**src/rtl/spm_pkg.sv**
```systemverilog
// Shared constants, loader state encoding and arithmetic helpers for the SPM program loader.
package spm_pkg;

   localparam int WORD_SIZE   = 8;
   localparam int MEMORY_SIZE = 256;

   localparam logic [WORD_SIZE-1:0] PTR_LAST = WORD_SIZE'(MEMORY_SIZE - 1);

   typedef enum logic [1:0] {
      ST_IDLE   = 2'd0,
      ST_LOAD   = 2'd1,
      ST_VERIFY = 2'd2,
      ST_DONE   = 2'd3
   } loader_state_e;

   function automatic logic [WORD_SIZE-1:0] csum_add(input logic [WORD_SIZE-1:0] acc,
                                                     input logic [WORD_SIZE-1:0] val);
      return acc + val;
   endfunction

   // Addresses wrap at MEMORY_SIZE, which need not be a power of two of WORD_SIZE.
   function automatic logic [WORD_SIZE-1:0] ptr_next(input logic [WORD_SIZE-1:0] ptr);
      return (ptr == PTR_LAST) ? {WORD_SIZE{1'b0}} : ptr + WORD_SIZE'(1);
   endfunction

endpackage

```
**src/rtl/spm_mem_port_mux.sv**
```systemverilog
// Memory-port arbiter: the loader owns the SPM port while busy, the processor otherwise.
module spm_mem_port_mux
   import spm_pkg::*;
(
   input  logic                 busy,
   input  logic [WORD_SIZE-1:0] loader_address,
   input  logic [WORD_SIZE-1:0] loader_data,
   input  logic                 loader_write,
   input  logic [WORD_SIZE-1:0] cpu_address,
   input  logic [WORD_SIZE-1:0] cpu_data,
   input  logic                 cpu_write,
   output logic [WORD_SIZE-1:0] mem_address,
   output logic [WORD_SIZE-1:0] mem_data_in,
   output logic                 mem_write
);

   // Select the port owner.
   always_comb begin
      if (busy) begin
         mem_address = loader_address;
         mem_data_in = loader_data;
         mem_write   = loader_write;
      end else begin
         mem_address = cpu_address;
         mem_data_in = cpu_data;
         mem_write   = cpu_write;
      end
   end

endmodule

```
**src/rtl/spm_program_loader.sv**
```systemverilog
// Boot-time SPM program loader: streams bytes into memory from a base address, then releases the CPU.
// Optional read-back checksum pass is enabled with `define SPM_LOADER_VERIFY_EN.
module spm_program_loader
   import spm_pkg::*;
(
   input  logic                 clk,
   input  logic                 rst,
   input  logic                 start,
   input  logic [WORD_SIZE-1:0] base_addr,
   input  logic [WORD_SIZE-1:0] length,
   input  logic [WORD_SIZE-1:0] in_data,
   input  logic                 in_valid,
   output logic                 in_ready,
   input  logic [WORD_SIZE-1:0] cpu_address,
   input  logic [WORD_SIZE-1:0] cpu_data,
   input  logic                 cpu_write,
   output logic [WORD_SIZE-1:0] mem_address,
   output logic [WORD_SIZE-1:0] mem_data_in,
   output logic                 mem_write,
   input  logic [WORD_SIZE-1:0] mem_data_out,
   output logic                 busy,
   output logic                 cpu_hold,
   output logic                 done,
   output logic                 error
);

   loader_state_e        state_q, state_d;
   logic [WORD_SIZE-1:0] ptr_q, ptr_d;
   logic [WORD_SIZE-1:0] rem_q, rem_d;
   logic                 busy_q, busy_d;
   logic                 in_ready_q, in_ready_d;
   logic                 done_q, done_d;
`ifdef SPM_LOADER_VERIFY_EN
   logic [WORD_SIZE-1:0] sum_q, sum_d;
   logic [WORD_SIZE-1:0] rsum_q, rsum_d;
   logic [WORD_SIZE-1:0] base_q, base_d;
   logic [WORD_SIZE-1:0] len_q, len_d;
   logic                 error_q, error_d;
`else
   logic                 unused_verify_s;
   assign unused_verify_s = ^mem_data_out;
`endif

   // Next-state and datapath decisions for the load/verify sequence.
   always_comb begin
      state_d    = state_q;
      ptr_d      = ptr_q;
      rem_d      = rem_q;
      busy_d     = busy_q;
      in_ready_d = in_ready_q;
      done_d     = done_q;
`ifdef SPM_LOADER_VERIFY_EN
      sum_d      = sum_q;
      rsum_d     = rsum_q;
      base_d     = base_q;
      len_d      = len_q;
      error_d    = error_q;
`endif
      case (state_q)
         ST_IDLE, ST_DONE: begin
            if (start) begin
               ptr_d  = base_addr;
               rem_d  = length;
               done_d = 1'b0;
`ifdef SPM_LOADER_VERIFY_EN
               sum_d   = {WORD_SIZE{1'b0}};
               base_d  = base_addr;
               len_d   = length;
               error_d = 1'b0;
`endif
               if (length == {WORD_SIZE{1'b0}}) begin
                  state_d    = ST_DONE;
                  done_d     = 1'b1;
                  busy_d     = 1'b0;
                  in_ready_d = 1'b0;
               end else begin
                  state_d    = ST_LOAD;
                  busy_d     = 1'b1;
                  in_ready_d = 1'b1;
               end
            end else begin
               state_d = state_q;
            end
         end
         ST_LOAD: begin
            if (in_valid && in_ready_q) begin
               ptr_d = ptr_next(ptr_q);
               rem_d = rem_q - WORD_SIZE'(1);
`ifdef SPM_LOADER_VERIFY_EN
               sum_d = csum_add(sum_q, in_data);
`endif
               if (rem_q == WORD_SIZE'(1)) begin
                  in_ready_d = 1'b0;
`ifdef SPM_LOADER_VERIFY_EN
                  state_d = ST_VERIFY;
                  ptr_d   = base_q;
                  rem_d   = len_q;
                  rsum_d  = {WORD_SIZE{1'b0}};
`else
                  state_d = ST_DONE;
                  busy_d  = 1'b0;
                  done_d  = 1'b1;
`endif
               end else begin
                  state_d = ST_LOAD;
               end
            end else begin
               state_d = ST_LOAD;
            end
         end
         ST_VERIFY: begin
`ifdef SPM_LOADER_VERIFY_EN
            rsum_d = csum_add(rsum_q, mem_data_out);
            ptr_d  = ptr_next(ptr_q);
            rem_d  = rem_q - WORD_SIZE'(1);
            if (rem_q == WORD_SIZE'(1)) begin
               state_d = ST_DONE;
               busy_d  = 1'b0;
               done_d  = 1'b1;
               error_d = (csum_add(rsum_q, mem_data_out) != sum_q);
            end else begin
               state_d = ST_VERIFY;
            end
`else
            state_d    = ST_IDLE;
            busy_d     = 1'b0;
            in_ready_d = 1'b0;
`endif
         end
         default: begin
            state_d    = ST_IDLE;
            busy_d     = 1'b0;
            in_ready_d = 1'b0;
            done_d     = 1'b0;
         end
      endcase
   end

   // Loader state and registered status outputs.
   always_ff @(posedge clk or negedge rst) begin
      if (!rst) begin
         state_q    <= ST_IDLE;
         ptr_q      <= {WORD_SIZE{1'b0}};
         rem_q      <= {WORD_SIZE{1'b0}};
         busy_q     <= 1'b0;
         in_ready_q <= 1'b0;
         done_q     <= 1'b0;
`ifdef SPM_LOADER_VERIFY_EN
         sum_q      <= {WORD_SIZE{1'b0}};
         rsum_q     <= {WORD_SIZE{1'b0}};
         base_q     <= {WORD_SIZE{1'b0}};
         len_q      <= {WORD_SIZE{1'b0}};
         error_q    <= 1'b0;
`endif
      end else begin
         state_q    <= state_d;
         ptr_q      <= ptr_d;
         rem_q      <= rem_d;
         busy_q     <= busy_d;
         in_ready_q <= in_ready_d;
         done_q     <= done_d;
`ifdef SPM_LOADER_VERIFY_EN
         sum_q      <= sum_d;
         rsum_q     <= rsum_d;
         base_q     <= base_d;
         len_q      <= len_d;
         error_q    <= error_d;
`endif
      end
   end

   assign in_ready = in_ready_q;
   assign busy     = busy_q;
   assign cpu_hold = busy_q;
   assign done     = done_q;
`ifdef SPM_LOADER_VERIFY_EN
   assign error    = error_q;
`else
   assign error    = 1'b0;
`endif

   // The write strobe is gated by in_ready so VERIFY never writes.
   spm_mem_port_mux u_mem_port_mux (
      .busy           (busy_q),
      .loader_address (ptr_q),
      .loader_data    (in_data),
      .loader_write   (in_valid & in_ready_q),
      .cpu_address    (cpu_address),
      .cpu_data       (cpu_data),
      .cpu_write      (cpu_write),
      .mem_address    (mem_address),
      .mem_data_in    (mem_data_in),
      .mem_write      (mem_write)
   );

endmodule
```
**config.mk**
```make
export PLATFORM = sky130hd
export DESIGN_NAME = spm_program_loader
export DESIGN_NICKNAME = d
export VERILOG_FILES = /design/src/rtl/spm_pkg.sv /design/src/rtl/spm_mem_port_mux.sv /design/src/rtl/spm_program_loader.sv
export SDC_FILE = /design/constraint.sdc
export NUM_CORES = 1
export LEC_CHECK = 0
export ABC_CLOCK_PERIOD_IN_PS = 4350
export CORE_MARGIN = 10
export CORE_UTILIZATION = 44
export CTS_CLUSTER_DIAMETER = 60
export CTS_CLUSTER_SIZE = 14
export DETAILED_ROUTE_END_ITERATION = 10
export GPL_TIMING_DRIVEN = 0
export PLACE_DENSITY = 0.85
export REMOVE_ABC_BUFFERS = 1
export SLEW_MARGIN = 5
export SYNTH_ARGS = -nofsm -noshare
export SYNTH_HDL_FRONTEND = slang
export SYNTH_HIERARCHICAL = 1
export SYNTH_SLANG_ARGS = --single-unit
```
**constraint.sdc**
```tcl
create_clock -name clk -period 4.35 [get_ports clk]
set_input_delay 0.87 -clock clk [delete_from_list [all_inputs] [get_ports clk]]
set_output_delay 0.87 -clock clk [all_outputs]
set_load 0.02 [all_outputs]
```
# After elaboration in Yosys (flattened, before gate mapping)
# Index checks and enable logic that the tools add are counted.
op_classes:
  n_eq_ne: 8
  n_reduce_logical: 8
  n_mux: 25
  n_lt_le_gt_ge: 0
  div_mod_pow: 0
  mul: 0
  addsub: 2
  bitwise: 1
  shift: 0
op_table:
  columns: ["operator", "count"]
  rows:
  - ["$mux 8", 7]
  - ["$pmux 8 s2", 2]
  - ["$mux 1", 9]
  - ["$add 8x1->8 const B", 1]
  - ["$eq 8x1->1 const B", 1]
  - ["$eq 8x8->1 const B", 1]
  - ["$logic_not 8->1", 1]
  - ["$mux 2", 4]
  - ["$sub 8x1->8 const B", 1]
  - ["$ne 2x2->1 const B", 3]
  - ["$pmux 2 s3", 1]
  - ["$reduce_and 3->1", 2]
  - ["$eq 2x2->1 const B", 2]
  - ["$reduce_and 4->1", 1]
  - ["$pmux 1 s3", 1]
  - ["$eq 2x1->1 const B", 1]
  - ["$logic_not 2->1", 1]
  - ["$pmux 1 s2", 1]
  - ["$reduce_bool 2->1", 1]
  - ["$reduce_or 2->1", 1]
  - ["$and 1x1->1", 1]
  - ["$logic_and 1x1->1", 1]
totals:
  ramBits: 0
  mem_bits_ro: 0
  input_bits: 53
  elab_cells: 49
  latch_bits: 0
  n_memories: 0
  regBits: 20
  output_inout_bits: 22

# Longest topological paths before layout
depth:
  depth_word: 4
  depth_mapped: 7
  mapped_depth_nobuf: 6

# Cells and area by module
# The synthesis kept the hierarchy.
by_module_without_submodules:
  columns: ["module", "seq_area_each_um2", "cells_per_inst", "area_per_inst_um2", "n_inst"]
  rows:
  - ["spm_program_loader", 500.5, 146, 1323.8, 1]
  - ["spm_mem_port_mux", 0.0, 19, 260.2, 1]

# Worst setup path after synthesis
# Ideal clock, no wire load.
synth_path:
  path_kind: "input port to output port"
  startpoint: "input port in_valid"
  endpoint: "output port mem_write"
  path_slack_ps: 2145
  arrival_time_ps: 1335
  stages: 3
  path_cell_list: "nand2_2 -> inv_1 -> mux2_2"
synth_via:
  elab_chain_len: 2
synth_rtl:
  columns: ["item", "line", "rtl"]
  rows:
  - ["from (decl)", "spm_program_loader.sv:12", "input logic in_valid,"]
  - ["$and 1x1->1", "spm_program_loader.sv:187", ".loader_write (in_valid & in_ready_q),"]
  - ["$mux 1", "spm_mem_port_mux.sv:19", "if (busy) begin"]
  - ["to (decl)", "spm_program_loader.sv:19", "output logic mem_write,"]
# Every way passes these cells.

# Final worst setup path
layout_path:
  startpoint: "register in_ready_q (netlist: in_ready)"
  endpoint: "output port mem_write"
layout_via:
  elab_chain_len: 2
layout_rtl:
  columns: ["item", "line", "rtl"]
  rows:
  - ["from (decl)", "spm_program_loader.sv:31", "logic in_ready_q, in_ready_d;"]
  - ["from (signal assigned)", "spm_program_loader.sv:160", "in_ready_q <= in_ready_d;"]
  - ["$and 1x1->1", "spm_program_loader.sv:187", null]
  - ["$mux 1 (*)", "spm_mem_port_mux.sv:19", null]
# Mark *: on every way between the ends. The rest lies on a longest branch, timed or not.

==> flow_summary.yaml <==
synthesis:
  ys_seq_area_share_pct: 31.6
  synthFlopType: "dfrtp_1"
  ys_seq_elements: 20
  synth_area_um2: 1580
  syn_avg_cell_area_um2: 9.60
  yosys_warnings: 6
  netlist_top_cells_area: "dfrtp_1, mux2_4, mux2_2"
  ys_types: 47
  yosysTopAreaCellShare_pct: 31.6
  syn_inst: 165
  yosys.area.top_type: "dfrtp_1"
  synth_edf_count: 0
  synth-async-reset-ratio_pct: 100
critical_path:
  rr_endpoint: "ptr_q[3]"
  worst-path-max-fanout: 25
  r2r_start: "in_ready"
  arrival_ns: 2.54
  path_class: "reg2out"
  r2r_setup_slack_ns: 1.64
  end_kind: "output port"
  critPathRequiredTime_ns: 3.48
  r2r_cells: 4
  cp-start-kind: "flip-flop"
timing:
  post-route-period-util_pct: 78.4
  setup_violations: 0
  clock_skew_ns: 0.00417
  rsz0062_at_grt: "no"
  hold_viol: 0
  layout_min_cycle_time_ns: 3.41
  max-slew-margin-rel_pct: 24.5
  max_clock_freq_ghz: 0.293
  tightest_slew_ns: 1.13
  slew_violations: 0
  tns_ns: 0
clock_network:
  cts_made_buffers: 3
  clk_pin_slew_ns: 0.11
  post-cts-setup-buffer-count: 0
  cts.sinks: 20
  cts-root-buf: "clkbuf_4"
  cts_tree: "done"
  clockBufferDepth: 2
  cts_resized: 0
  clk_latency_ns: 0.30
  htree_levels: 1
  postCtsHoldBufs: 0
worst_hold_path:
  hold_path_end: "rem_q[5]"
  min-delay-start: "rem_q[5]"
  min_path_cells: 1
  hold_class: "reg2reg"
route:
  post_drt_wl_per_cell_um: 16.5
  vias: 1498
  drt_iter0_drc: 107
  routed_wl_um: 4430
  postRouteAntennaNets: 0
  viasPerCell: 5.59
  first_pass_iters: 4
  drt_drc_violations_left: 0
layout:
  syn_to_final_growth_pct: 41.0
  layout_commonest_cell: "clkdlybuf4s50_1"
  antenna_cells: 0
  fin_nets: 282
  final_cell_mix: "clkdlybuf4s50_1, dfrtp_1, o21ai_0"
  design_area_um2: 2230
  stdcell_count: 268
  drive_above_1_share_pct: 12.6
place:
  placed_area_um2: 2210
  placed_cells: 265
  io_buffers: 65
  gp_congestion: 0.854
  hpwl_um: 3480
die:
  num_rows: 21
  die-area_um2: 6400
  die_y_um: 80
  coreArea_um2: 3420
  io_pins: 75
  initial_core_util_pct: 46.4
  die_x_um: 80
pwr:
  leakagePower_uw: 0.000905
  power_uw: 910
  peakVddDrop_v: 0.000247
  power_density_nw_per_um2: 407
outcome:
  outcome: "completed"
global_routing:
  antenna_found_initial: 0
  grt_usage_pct: 13.1
  grt_max_degree: 29
  grt_pass1_vias: 1432
  grt_overflow: 0
  grt_pass1_wl_um: 6930
flow_run:
  drv_cap: 0
-- metrics by stage --
stage,hold slack [ns],utilization [%],worst slack (ns)
after floorplan,0.451,-,1.56
after global placement,0.469,64.6,0.989
after detailed placement,0.482,64.6,0.928
after CTS,0.506,65.2,0.932
after global routing,0.529,65.4,0.772
final,0.508,65.4,0.939
-- power breakdown --
group / internal [uW] / total [uW] / switching [uW] / leakage [uW]
combinational: 255 / 455 / 200 / 0.000653
clock: 32.3 / 89.6 / 57.3 / 0.0000138
sequential: 253 / 365 / 112 / 0.000238
-- critical path: stages, from the launching register on --
cell and delay [ns]:
dfrtp_1 1.09, nand2_2 0.28, inv_1 0.11, mux2_2 0.15
clkdlybuf4s50_1 0.60
-- registers in the layout (all words and copies together) (netlist names) --
name      cells
in_ready      1
state_q       2
ptr_q         8
done          1
rem_q         8
-- logic make-up (layout without fill, tap and decap cells) --
group	Yosys count	after routing	synth area share, %
flip-flops	20	20	31.6
buffers and inverters	20	77	7.58
multiplexers	27	27	20.9
AND/OR/NAND/NOR	44	44	15.6
AO/OA/AOI/OAI	48	48	20.1
adder cells (fa/ha/maj)	5	5	3.95
other	1	1	0.237
-- per-layer routing --
metal  part of all wire (%)  GRT usage [%]
met4                   0.68           3.17
met5                      0              0
met1                     47           17.4
met2                     43           20.5
met3                    8.4           3.15
-- worst max-delay path by stage --
stage / endpoint / slack, ns / startpoint
3_5_place_dp: ptr_q[3] / 0.93 / in_valid
4_1_cts: mem_write / 0.93 / in_ready
6_report: mem_write / 0.94 / in_ready
3_3_place_gp: ptr_q[3] / 0.99 / in_valid
5_1_grt: mem_write / 0.77 / in_ready
2_1_floorplan: ptr_q[3] / 1.56 / in_ready
-- cells in the mapped netlist (all sizes together), types with 2 or more instances --
library cell  count
dfrtp            20
mux2             19
o21ai            15
a21oi             9
buf               9
inv               9
nand2             9
mux2i             8
nand3             7
nor3              7
o22ai             6
ha                5
nor4              5
nor2              4
nand4             3
o2bb2ai           3
o31ai             3
a21boi            2
clkbuf            2
nand2b            2
nor2b             2
-- layout make-up --
type | instances | area (um2)
fillers | 294 | 1180
multi-input cells | 125 | 968
repair buffers | 65 | 651
flip-flops and latches | 20 | 500
well taps | 46 | 57.6
inverters | 9 | 33.8
clock buffers | 3 | 22.5
Note: power is estimated with default switching activity, not from simulation.
==> patch (config.mk and constraints unchanged) <==
Encoding of `loader_state_e`: now one-hot (4 bits for 4 states).
--- a/src/rtl/spm_pkg.sv
+++ b/src/rtl/spm_pkg.sv
@@ -7,9 +7,9 @@
    localparam logic [WORD_SIZE-1:0] PTR_LAST = WORD_SIZE'(MEMORY_SIZE - 1);
 
-   typedef enum logic [1:0] {
-      ST_IDLE   = 2'd0,
-      ST_LOAD   = 2'd1,
-      ST_VERIFY = 2'd2,
-      ST_DONE   = 2'd3
+   typedef enum logic [3:0] {
+      ST_IDLE   = 4'b0001,
+      ST_LOAD   = 4'b0010,
+      ST_VERIFY = 4'b0100,
+      ST_DONE   = 4'b1000
    } loader_state_e;
 
Function: no difference found for any inputs over 10 cycles, from zero or initial values and one cycle with rst low; not proved beyond that.
==> patch against the unedited design <==
Clock skew increased by 0.66 ps; setup slack better by 210 ps; worst hold slack improved by 38 ps; routed wire length grew 4.6%; combinational power up 63%; highest routed layer unchanged; sequential cell count rose by 1; sequential share of layout area up 0.62 points; critical path type is now input port to output pin; non-clock buffer count stayed put; largest power group unchanged; area after synthesis up 4.4%; power is 45% higher; cell area increased by 2.4%.
==> patch: results (changes against the unedited design) <==
status: "finished clean"
path_clk_slew_ps: 80  # -30 ps
hold_path_class: "flop to flop"
gp_congestion: 0.848  # -0.76%
nFillCells: 319  # +8.5%
drv_slew: 0  # unchanged
vias: 1554  # +3.7%
clock_skew_ps: 4.83  # +0.660 ps
grt_antenna_before_repair: 0  # unchanged
htree_levels: 1  # unchanged
firstDrtPassIters: 4  # unchanged
p_leak_uw: 0.000891  # -1.6%
root_buffer: "clkbuf_8"
clock_latency_ps: 270  # -30 ps
cts_buffers: 3  # unchanged
yosys-top-cells-count: "dfrtp_1, a21oi_1, nand2_1, nor2_1, o21ai_0"
grt_max_degree: 27  # -6.9%
wl_per_cell_um: 16.7  # +1.2%
yosysMostFrequentCell: "dfrtp_1"
cts_max_path_buffers: 2  # unchanged
antenna_cells: 0  # unchanged
grt_util_met2_pct: 22.0  # +1.5 points
reg_top3: "ptr_q x8, rem_q x8, state_q x3"
netlist_top_cells_area: "dfrtp_1, mux2_4, a21oi_1"
dr.first_iter.drc_count: 157  # +47%
yosys_warnings: 6  # unchanged
use_met3_pct: 3.09  # -0.063 points
worst-path-max-fanout: 3  # -88%
muxShareOfSynthArea_pct: 13.8  # -7.1 points
ys_seq_area_share_pct: 31.8  # +0.25 points
synth_fa_ha_area_share_pct: 2.27  # -1.7 points
synth-edff-count: 0  # unchanged
dp_hpwl_um: 3510  # +0.99%
grt_pass1_vias: 1492  # +4.2%
grt_use_total_pct: 14.1  # +0.99 points
portBuffers: 65  # unchanged
cts_resized: 0  # unchanged
synth_compound_area_share_pct: 22.9  # +2.8 points
async_reset_ff_share_pct: 100  # unchanged
layout-drive-gt1-share_pct: 13.5  # +0.92 points
arrival_ps: 2330  # -210 ps
ir_worst_vdd_mv: 0.232  # -5.8%
synth_cell_types: 50  # +6.4%
worstMarginPinSlew_ps: 1030  # -102 ps
grt_use_met1_pct: 18.8  # +1.3 points
grt_pass1_wl_um: 7470  # +7.7%
synth_xor_area_share_pct: 0.530  # +0.53 points
post-cts-setup-buffer-count: 0  # unchanged
fin_nets: 286  # +1.4%
-- patch: cell type report --
class,instances,area share (%)
timing repair buffer,65,28.4
clock buffer,3,1.81
tap,48,2.63
multi-input combinational,135,43.2
inverter,4,0.656
clock inverter,1,0.219
sequential,21,23.0
-- patch: path summary, 6_finish.rpt --
check	end	cells past startpoint	start	slack, ps
setup / recovery	mem_write	4	in_valid	1150
hold reg to reg	done$_DFFE_PN0P_	2	done$_DFFE_PN0P_	550
min in group asynchronous	done$_DFFE_PN0P_	1	rst	1130
setup reg to reg	rem_q[4]$_DFFE_PN0P_	4	in_ready$_DFFE_PN0P_	1570
hold / removal	done$_DFFE_PN0P_	2	done$_DFFE_PN0P_	550
max in group asynchronous	rem_q[6]$_DFFE_PN0P_	1	rst	2650
-- patch: worst max-delay path, cell delays in order --
cell and delay [ps]:
clkdlybuf4s50_1 470, and2_1 190, mux2_2 260, clkdlybuf4s50_1 540
-- patch: cells by family after synthesis --
family | after synthesis
AO/OA/AOI/OAI | 57
buffers and inverters | 18
AND/OR/NAND/NOR | 56
XOR/XNOR | 1
other | 1
adder cells (fa/ha/maj) | 3
flip-flops | 21
multiplexers | 17
-- patch: report_power, final --
group          leakage (uW)  total, uW  switching, uW  internal (uW)
clock network     0.0000255        132           67.7           64.0
registers          0.000249        446            156            290
logic              0.000616        742            353            389
total              0.000891       1320            577            743
-- patch: metrics by stage --
stage               setup slack (ps)  cells  power, uW  cell area [sq um]
CTS                             1150    277       1320               2290
floorplan                       1710    160        907               1530
global route                    1030    277       1420               2290
finish                          1150    277       1320               2290
detailed placement              1150    273       1180               2240
global placement                1190    273       1160               2240
-- patch: routing by layer --
layer	vias to the layer above	part of all wire, %
li1	756	-
met1	724	46
met2	68	45
met3	6	8.0
met4	0	1.4
met5	-	0
